$ cat src/rtl/hog_pkg.sv
// hog_pkg: shared HOG pipeline defaults, counter widths and window index helpers
package hog_pkg;
  localparam int DEF_DATA_WIDTH = 8;
  localparam int DEF_KERNEL_WIDTH = 3;
  localparam int DEF_IMG_WIDTH = 854;
  localparam int DEF_IMG_HEIGHT = 480;
  function automatic int cnt_w(input int n);
    return n > 1 ? $clog2(n) : 1;
  endfunction
  localparam int COL_CNT_W = cnt_w(DEF_IMG_WIDTH);
  localparam int ROW_CNT_W = cnt_w(DEF_IMG_HEIGHT - DEF_KERNEL_WIDTH + 1);
  function automatic int pix_lsb(input int row, input int col, input int k, input int dw);
    return (row * k + col) * dw;
  endfunction
  function automatic int col_lsb(input int row, input int dw);
    return row * dw;
  endfunction
endpackage

$ cat src/rtl/window_gen_if.sv
// window_gen_if: column-in / window-out handshake bundle; master = upstream+downstream side, slave = window_gen
interface window_gen_if import hog_pkg::*; #(
  parameter int DATA_WIDTH = DEF_DATA_WIDTH,
  parameter int KERNEL_WIDTH = DEF_KERNEL_WIDTH
) ();
  logic [KERNEL_WIDTH*DATA_WIDTH-1:0] col_data;
  logic col_valid;
  logic col_ready;
  logic [KERNEL_WIDTH*KERNEL_WIDTH*DATA_WIDTH-1:0] win_data;
  logic win_valid;
  logic win_ready;
  logic border_flag;
  logic win_last;
  modport master (
    output col_data, col_valid, win_ready,
    input col_ready, win_data, win_valid, border_flag, win_last
  );
  modport slave (
    input col_data, col_valid, win_ready,
    output col_ready, win_data, win_valid, border_flag, win_last
  );
endinterface

$ cat src/rtl/window_pos_counter.sv
// window_pos_counter: col/row position of each accepted column (ports clk, rst, adv in; is_border, is_last out)
module window_pos_counter import hog_pkg::*; #(
  parameter int IMG_WIDTH = DEF_IMG_WIDTH,
  parameter int IMG_HEIGHT = DEF_IMG_HEIGHT,
  parameter int KERNEL_WIDTH = DEF_KERNEL_WIDTH
) (
  input  logic clk,
  input  logic rst,
  input  logic adv,
  output logic is_border,
  output logic is_last
);
  localparam int ROWS = IMG_HEIGHT - KERNEL_WIDTH + 1;
  localparam int CW = cnt_w(IMG_WIDTH);
  localparam int RW = cnt_w(ROWS);
  logic [CW-1:0] col_cnt;
  logic [RW-1:0] row_cnt;
  logic col_end, row_end;
  assign col_end = col_cnt == CW'(IMG_WIDTH - 1);
  assign row_end = row_cnt == RW'(ROWS - 1);
  assign is_border = col_cnt < CW'(KERNEL_WIDTH - 1);
  assign is_last = col_end && row_end;
  always_ff @(posedge clk or posedge rst)
    if (rst) begin
      col_cnt <= '0;
      row_cnt <= '0;
    end else if (adv) begin
      col_cnt <= col_end ? '0 : col_cnt + 1'b1;
      if (col_end) row_cnt <= row_end ? '0 : row_cnt + 1'b1;
    end
endmodule

$ cat src/rtl/window_gen.sv
// window_gen: KxK sliding window with one-deep output slice (ports clk, rst, bus slave); WINDOW_BORDER_SKIP_EN drops border windows
module window_gen import hog_pkg::*; #(
  parameter int DATA_WIDTH = DEF_DATA_WIDTH,
  parameter int IMG_WIDTH = DEF_IMG_WIDTH,
  parameter int IMG_HEIGHT = DEF_IMG_HEIGHT,
  parameter int KERNEL_WIDTH = DEF_KERNEL_WIDTH
) (
  input logic clk,
  input logic rst,
  window_gen_if.slave bus
);
  localparam int DW = DATA_WIDTH;
  localparam int K = KERNEL_WIDTH;
  localparam int RW = K * DW;
  logic [K*RW-1:0] win_q, win_d;
  logic win_valid, border_flag, win_last;
  logic col_ready, accept, is_border, is_last, keep_win, border_d;
  assign col_ready = !win_valid || bus.win_ready;
  assign accept = bus.col_valid && col_ready;
  window_pos_counter #(
    .IMG_WIDTH(IMG_WIDTH),
    .IMG_HEIGHT(IMG_HEIGHT),
    .KERNEL_WIDTH(KERNEL_WIDTH)
  ) u_pos (
    .clk(clk),
    .rst(rst),
    .adv(accept),
    .is_border(is_border),
    .is_last(is_last)
  );
`ifdef WINDOW_BORDER_SKIP_EN
  assign keep_win = !is_border;
  assign border_d = 1'b0;
`else
  assign keep_win = 1'b1;
  assign border_d = is_border;
`endif
  always_comb begin
    win_d = win_q;
    for (int i = 0; i < K; i++)
      win_d[i*RW +: RW] = {bus.col_data[col_lsb(i, DW) +: DW], win_q[i*RW+DW +: RW-DW]};
  end
  always_ff @(posedge clk or posedge rst)
    if (rst) begin
      win_q <= '0;
      win_valid <= 1'b0;
      border_flag <= 1'b0;
      win_last <= 1'b0;
    end else if (accept) begin
      win_q <= win_d;
      win_valid <= keep_win;
      border_flag <= border_d;
      win_last <= is_last;
    end else if (bus.win_ready) begin
      win_valid <= 1'b0;
    end
  assign bus.col_ready = col_ready;
  assign bus.win_data = win_q;
  assign bus.win_valid = win_valid;
  assign bus.border_flag = border_flag;
  assign bus.win_last = win_last;
endmodule

$ cat src/flat_wrapper.sv
// flat-port wrapper written by rule: the top's interface ports become plain ports
module window_gen_flat import hog_pkg::*;
#(
  parameter int DATA_WIDTH = DEF_DATA_WIDTH,
  parameter int IMG_WIDTH = DEF_IMG_WIDTH,
  parameter int IMG_HEIGHT = DEF_IMG_HEIGHT,
  parameter int KERNEL_WIDTH = DEF_KERNEL_WIDTH
)
  (clk, rst, bus_col_data, bus_col_valid, bus_win_ready, bus_col_ready, bus_win_data, bus_win_valid, bus_border_flag, bus_win_last);
  window_gen_if #(.DATA_WIDTH(DATA_WIDTH), .KERNEL_WIDTH(KERNEL_WIDTH)) bus_i ();
  input logic clk;
  input logic rst;
  input wire logic [$bits(bus_i.col_data)-1:0] bus_col_data;
  input wire logic [$bits(bus_i.col_valid)-1:0] bus_col_valid;
  input wire logic [$bits(bus_i.win_ready)-1:0] bus_win_ready;
  output wire logic [$bits(bus_i.col_ready)-1:0] bus_col_ready;
  output wire logic [$bits(bus_i.win_data)-1:0] bus_win_data;
  output wire logic [$bits(bus_i.win_valid)-1:0] bus_win_valid;
  output wire logic [$bits(bus_i.border_flag)-1:0] bus_border_flag;
  output wire logic [$bits(bus_i.win_last)-1:0] bus_win_last;
  assign bus_i.col_data = bus_col_data;
  assign bus_i.col_valid = bus_col_valid;
  assign bus_i.win_ready = bus_win_ready;
  assign bus_col_ready = bus_i.col_ready;
  assign bus_win_data = bus_i.win_data;
  assign bus_win_valid = bus_i.win_valid;
  assign bus_border_flag = bus_i.border_flag;
  assign bus_win_last = bus_i.win_last;
  window_gen #(.DATA_WIDTH(DATA_WIDTH), .IMG_WIDTH(IMG_WIDTH), .IMG_HEIGHT(IMG_HEIGHT), .KERNEL_WIDTH(KERNEL_WIDTH)) u_core (.clk(clk), .rst(rst), .bus(bus_i));
endmodule
$ cat config.mk
export PLATFORM = sky130hd
export DESIGN_NAME = window_gen_flat
export DESIGN_NICKNAME = d
export VERILOG_FILES = /design/src/rtl/hog_pkg.sv /design/src/rtl/window_gen_if.sv /design/src/rtl/window_pos_counter.sv /design/src/rtl/window_gen.sv /design/src/flat_wrapper.sv
export SDC_FILE = /design/constraint.sdc
export NUM_CORES = 1
export LEC_CHECK = 0
export ABC_AREA = 1
export ABC_CLOCK_PERIOD_IN_PS = 3500
export CAP_MARGIN = 10
export CORE_MARGIN = 2
export CORE_UTILIZATION = 43
export DETAILED_ROUTE_END_ITERATION = 7
export PLACE_DENSITY_LB_ADDON = 0.08
export SLEW_MARGIN = 20
export SYNTH_ARGS = -nofsm -noshare
export SYNTH_HDL_FRONTEND = slang
export SYNTH_SLANG_ARGS = --single-unit
$ cat constraint.sdc
create_clock -name clk -period 3.5 [get_ports clk]
set_input_delay 0.7 -clock clk [delete_from_list [all_inputs] [get_ports clk]]
set_output_delay 0.7 -clock clk [all_outputs]
set_load 0.01 [all_outputs]
Word level (Yosys, flattened, before mapping) --
Cells that the tools add are included.
Storage, ports and cells: ROM bits 0, RAM bits 0, bits of input ports 28, logic and storage cells 21, register bits after elaboration 94, memories kept 0, bits in latches 0
Operators by class: bitwise gates (word level) 0, div/mod/pow operators 0, equality and inequality tests 2, add/subtract/negate cells 2, shifts and indexed selects 0, order comparisons 1, multiply operators 0, reduce and logical (&&, ||, !) cells 6, muxes and demuxes 4
Operator list (number):
- adder 10 x 1 -> 10 bit, second input constant | 1
- == test 10 bit, second input constant | 1
- less-than comparator 10 x 2 -> 1 bit, second input constant | 1
- 2-to-1 mux 10 bit | 1
- adder 9 x 1 -> 9 bit, second input constant | 1
- == test 9 bit, second input constant | 1
- 2-to-1 mux 9 bit | 1
- logical AND 1 bit | 2
- 2-to-1 mux 1 bit | 2
- AND reduction 2 bit | 1
- nonzero test 2 bit | 1
- logical NOT 1 bit | 1
- logical OR 1 bit | 1

Longest topological paths before layout --
Gate-level depths: netlist of run 1.
depth after elaboration 4, mapped depth 9

Cells and area by module --
From an unflattened synthesis of run 1, not the netlist that was laid out.
Second synthesis, totals: cells, all modules 506, area total of the unflattened synthesis 4226.6 sq um
By module, submodules not included:
- window_gen | instances 1, cells each 327, area an instance 3001.6 sq um, sequential area each 1876.8 sq um
- window_pos_counter | instances 1, cells each 179, area an instance 1224.9 sq um, sequential area each 475.5 sq um

Worst setup path before layout of run 1 --
No wires, ideal clock.
path kind input to output, from input port bus_win_ready, to output port bus_col_ready, slack 1902 ps, arrival time 898 ps, stages on the path 2, required time 2800 ps, cell sequence inv_1 -> nand2_2
On the way: cells in the longest elaborated chain, start to end 1
Ends and longest elaborated chain:
- from (decl) | line flat_wrapper.sv:15 | input wire logic [$bits(bus_i.win_ready)-1:0] bus_win_ready;
- logical OR 1 bit | line window_gen.sv:18 | assign col_ready = !win_valid || bus.win_ready;
- to (decl) | line flat_wrapper.sv:16 | output wire logic [$bits(bus_i.col_ready)-1:0] bus_col_ready;
No other way between the ends.

Final worst setup path of run 1 --
Ends and elaborated chain as after synthesis.

==> results.toml, run 1 <==
[layout]
num_antenna_cells = 0
nFillCells = 847
nets = 623
mostFrequentLayoutCells = "nand2_1, clkdlybuf4s50_1, dfrtp_1, inv_1, o21ai_0"
final_core_util = 0.588
syn_to_final_growth_pct = 32.8
fin_area_sq_um = 5440
drive_above_1_share = 0.0555
final_common_cell = "nand2_1"

[power_and_ir_drop]
irDropWorstVdd_mv = 0.258
p_leak_uw = 0.00269
power_density_nw_per_um2 = 532

[yosys]
avgSynthCellArea_sq_um = 8.37
synth.ff_latch_count = 94
ys.warnings.count = 0
syn_nets = 521
synth_cell_types = 24
synth_seq_area_share = 0.575
syn_inst = 489
syn_area_sq_um = 4090

[clock_tree]
cts_hold_buffers = 0
cts_setup_buffers = 0
insertion_delay_ps = 360
cts_buffer_depth = 2
cts.sinks = 94
cts_tree = "done"
cts_resized = 0
h-tree-depth = 3
root_buffer = "clkbuf_8"
clk_pin_slew_worst_paths_ps = 100
cts_buffers = 9

[global_route]
grt_antenna_before_repair = 0
grt_max_degree = 60
gr-usage-all-layers = 0.183
grt_overflow_total = 0
grt_pass1_vias = 3258
grt_pass1_wl_mm = 15.1

[sta]
rsz0062_at_grt = "false"
slew_headroom = 0.546
fin_skew_ps = 12.6
setup_slack_ps = 930
worst_pin_slew_ps = 679
finalHoldViolations = 0
slew_viol_final = 0
fin_tns_setup_ps = 0
min_period_ps = 2570
fin_crit_sh = 0.734
fmax_mhz = 389
setup_viol = 0

[setup_path]
path_cells = "clkdlybuf4s50_1 > inv_1 > nand2_2 > clkdlybuf4s50_1"
cp_max_fo = 4
cp-start-kind = "input pin"
path_class = "input pin to output port"
critPathTopFamily = "buffers and inverters"
crit_slowest_cell = "clkdlybuf4s50_1"
crit_buf_inv = 3
cp_common_cell = "clkdlybuf4s50_1"
crit_path_end_kind = "output port"
ff2ff_path_depth = 5
cp.depth = 4
cp.required_ps = 2800
arrival_ps = 1870
slowest_delay_ps = 540

[placed_design]
placed_area_sq_um = 5230
portBuffers = 103
routabilityCongestion = 0.808
dp.final_hpwl_mm = 6.01
preCtsSetupSlack_ps = 918

[routing]
route.detailed.drc = 0
via_count = 3338
wl_per_cell_um = 12.4
drt-initial-drc-count = 217
drt-vias-per-instance = 4.61
postRouteAntennaNets = 0
wl_mm = 8.95
first_pass_iters = 4

[floorplanning]
start_util = 0.443
die_area_sq_um = 10300
rows = 35
die_y_um = 102
coreArea_sq_um = 9240
die_w_um = 102
ios = 104

[flow_run]
cap_viol_max_count = 0

[status]
status = "finished clean"

[min_path]
min_path_type = "register to register"
hold_depth = 2
-- power breakdown --
| group | internal, uW | switching, uW |
|---|---|---|
| logic | 370 | 340 |
| registers | 1260 | 141 |
| clock network | 402 | 384 |
-- worst reg2reg max path: stages, from the launching register on --
cell and delay, ps:
dfrtp_1 440, a21oi_4 170, buf_4 280, nand4_2 380, nand2_1 180, o21ai_2 60
-- sequential cells by signal, summed over array words and instances, names as in the netlist --
| name | flops |
|---|---|
| u_core.bus.win_data | 72 |
| u_core.u_pos.col_cnt | 10 |
| u_core.u_pos.row_cnt | 9 |
| u_core.bus.border_flag | 1 |
| u_core.bus.win_last | 1 |
| u_core.bus.win_valid | 1 |
-- through the flow --
stage / total power [uW] / cells / hold WS [ps]
after floorplan: 1730 / 489 / 483
after global placement: 2120 / 709 / 463
after detailed placement: 2130 / 709 / 464
after CTS: 2920 / 724 / 490
after global routing: 3070 / 724 / 511
final: 2890 / 724 / 486
-- layout make-up --
class                           count  area (sq um)  area share
Tap cell                          129           161      0.0297
Timing Repair Buffer              109          1090       0.200
Sequential cell                    94          2350       0.433
Inverter                           37           141      0.0260
Multi-Input combinational cell    340          1480       0.273
Clock buffer                       10           128      0.0235
Clock inverter                      5          82.6      0.0152
-- final timing paths --
check,slack [ps],to,from
min in group asynchronous,780,u_core.bus.win_data[28],rst
max,930,bus_col_ready,bus_win_ready
min reg2reg,490,u_core.bus.win_data[49],u_core.bus.win_data[49]
max in group asynchronous,2020,u_core.u_pos.row_cnt[3],rst
max reg2reg,1860,u_core.u_pos.row_cnt[2],u_core.bus.win_valid
min,490,u_core.bus.win_data[49],u_core.bus.win_data[49]
-- cell usage after synthesis --
library cell,count,area share
ha_1,4,0.012
nand2_1,244,0.22
o21ai_1,6,0.0073
xor2_1,7,0.015
buf_4,7,0.013
nand4_2,1,0.0031
nand4_1,4,0.0061
a21oi_4,1,0.0040
nand3b_1,2,0.0037
clkbuf_1,1,0.00092
inv_2,1,0.00092
nand3_2,2,0.0049
nor2_2,3,0.0046
buf_2,8,0.0098
nand2_2,3,0.0046
dfrtp_1,94,0.57
buf_6,2,0.0055
nor2_1,18,0.017
o21bai_1,1,0.0018
nor3_1,6,0.0073
inv_1,36,0.033
o21ai_2,1,0.0021
o21ai_0,21,0.026
nand3_1,16,0.020
-- kinds of logic (layout without fill, tap and decap cells) --
| group | after synthesis | after routing | share of synthesized area |
|---|---|---|---|
| adder cells (fa/ha/maj) | 4 | 4 | 0.0122 |
| XOR/XNOR | 7 | 7 | 0.0150 |
| AND/OR/NAND/NOR | 299 | 299 | 0.294 |
| AO/OA/AOI/OAI | 30 | 30 | 0.0410 |
| buffers and inverters | 55 | 161 | 0.0630 |
| flip-flops | 94 | 94 | 0.575 |
-- layer usage --
layer	track usage	vias up	part of all wire
li1	-	1698	-
met1	0.241	1557	0.46
met2	0.286	74	0.46
met3	0.0635	9	0.068
met4	0.0561	0	0.010
met5	0	-	0
Power figures use the tool's default switching activity.
==> run 2: changes to the inputs <==
--- a/config.mk
+++ b/config.mk
@@ -6,7 +6,7 @@
 export NUM_CORES = 1
 export LEC_CHECK = 0
 export ABC_AREA = 1
-export ABC_CLOCK_PERIOD_IN_PS = 3500
+export ABC_CLOCK_PERIOD_IN_PS = 2180
 export CAP_MARGIN = 10
 export CORE_MARGIN = 2
 export CORE_UTILIZATION = 43
==> constraint.sdc (replaced) <==
create_clock -name clk -period 2.18 [get_ports clk]
set_input_delay 0.436 -clock clk [delete_from_list [all_inputs] [get_ports clk]]
set_output_delay 0.436 -clock clk [all_outputs]
set_load 0.01 [all_outputs]
==> run 2 against run 1 <==
Compared with the run above: total power rose by 61%; global-route usage shrank 0.084 points; register-to-register slack got worse by 1300 ps; clock power is 62% higher; sequential power up 61%; combinational power increased by 61%; count of clock-buffer cells in the layout grew 1; sequential cell count stayed put; die area is the same; clock skew is 7.1 ps lower; non-clock buffer count grew 2; critical path depth did not move; critical endpoint unchanged; largest cell class unchanged; largest power group unchanged.
==> results.toml, run 2 (synthesis gave the netlist of run 1 again) <==
[routing]
drt-initial-drc-count = 176
route.detailed.drc = 0
via_count = 3311
wl_mm = 8.82
wl_per_cell_um = 12.1
postRouteAntennaNets = 0
drt-vias-per-instance = 4.55
first_pass_iters = 4

[layout]
largest_reg_flops = 72
mostFrequentLayoutCells = "nand2_1, clkdlybuf4s50_1, dfrtp_1, inv_1, o21ai_0"
fin_cells = 727
final_common_cell = "nand2_1"
drive_above_1_share = 0.0602
num_antenna_cells = 0
nets = 625
syn_to_final_growth_pct = 34.1

[power_and_ir_drop]
fin_total_pwr_uw = 4660
p_seq_frac = 0.482
switching_share = 0.291
irDropWorstVdd_mv = 0.390
p_leak_uw = 0.00271
p_comb_frac = 0.245
pwr-share-clk = 0.272
p_int_uw = 3300
power_density_nw_per_um2 = 848
p_sw_uw = 1360

[floorplanning]
die_w_um = 102
coreArea_sq_um = 9240
die_y_um = 102
start_util = 0.443
die_area_sq_um = 10300
rows = 35
ios = 104

[sta]
worst_pin_slew_ps = 518
slew_viol_final = 0
rsz0062_at_grt = "false"
fin_crit_sh = 0.935
finalHoldViolations = 0
fin_tns_setup_ps = 0
slew_headroom = 0.655
setup_slack_ps = 143
fin_skew_ps = 5.48
fmax_mhz = 491
setup_viol = 0
hold_ws_ps = 484
min_period_ps = 2040

[placed_design]
preCtsSetupSlack_ps = 138
portBuffers = 103
routabilityCongestion = 0.842
dp.final_hpwl_mm = 5.97
placed_cells = 711

[global_route]
grt_pass1_wl_mm = 14.8
grt_pass1_vias = 3150
grt_max_degree = 95
grt_antenna_before_repair = 0
gr-usage-all-layers = 0.182
grt_overflow_total = 0

[flow_run]
cap_viol_max_count = 0

[clock_tree]
cts_hold_buffers = 0
cts.sinks = 94
cts_setup_buffers = 0
cts_tree = "done"
cts_resized = 0
root_buffer = "clkbuf_8"
clk_pin_slew_worst_paths_ps = 90
insertion_delay_ps = 350
h-tree-depth = 3
cts_buffers = 9
cts_buffer_depth = 2

[setup_path]
cp_max_fo = 4
arrival_ps = 1600
crit_path_end_kind = "output port"
r2r_slack_ps = 610
cp.required_ps = 1740
path_class = "input pin to output port"
cp-start-kind = "input pin"

[status]
status = "finished clean"

[min_path]
min_path_type = "register to register"
-- run 2: changes by cell type in the layout (fill, tap and decap cells not counted), sizes merged --
cell      before  now
buf            6    8
clkinv         2    1
inv           38   37
clkbuf        10   11
clkinvlp       0    2
-- run 2: worst max-delay path: stages --
cell and delay, ps:
clkdlybuf4s50_1 460, inv_1 70, nand2_2 90, clkdlybuf4s50_1 540
-- run 2: cell type report --
| cell class | count | area, sq um |
|---|---|---|
| clock buffer | 11 | 141 |
| clock inverter | 5 | 81.3 |
| fill | 839 | 3750 |
| inverter | 37 | 143 |
| multi-input combinational | 340 | 1480 |
| sequential | 94 | 2350 |
| tap | 129 | 161 |
| timing repair buffer | 111 | 1130 |
-- run 2: stage by stage --
step | instance area [sq um] | utilization
floorplan | 4100 | -
global placement | 5270 | 0.570
detailed placement | 5270 | 0.570
CTS | 5490 | 0.594
global route | 5490 | 0.594
finish | 5490 | 0.594
-- run 2: final timing paths --
kind / from / end / depth (start not counted)
max: bus_win_ready / bus_col_ready / 4
min: u_core.bus.win_data[55] / u_core.bus.win_data[55] / 2
max reg2reg: u_core.u_pos.col_cnt[1] / u_core.u_pos.row_cnt[1] / 7
min reg2reg: u_core.bus.win_data[55] / u_core.bus.win_data[55] / 2
max in group asynchronous: rst / u_core.bus.win_last / 3
min in group asynchronous: rst / u_core.bus.win_data[23] / 3
-- run 2: power groups by stage --
stage                     Sequential [uW]  Combinational (uW)  Clock [uW]
after global placement               2270                1140           0
after global routing                 2290                1280        1390
after CTS                            2250                1160        1310
after floorplan                      2340                 438           0
after detailed placement             2280                1160           0
final                                2250                1140        1270
-- run 2: routing by layer --
metal / GRT usage / wire length (um)
met1: 0.245 / 4140
met2: 0.278 / 4010
met3: 0.0559 / 569
met4: 0.0696 / 105
met5: 0 / 0
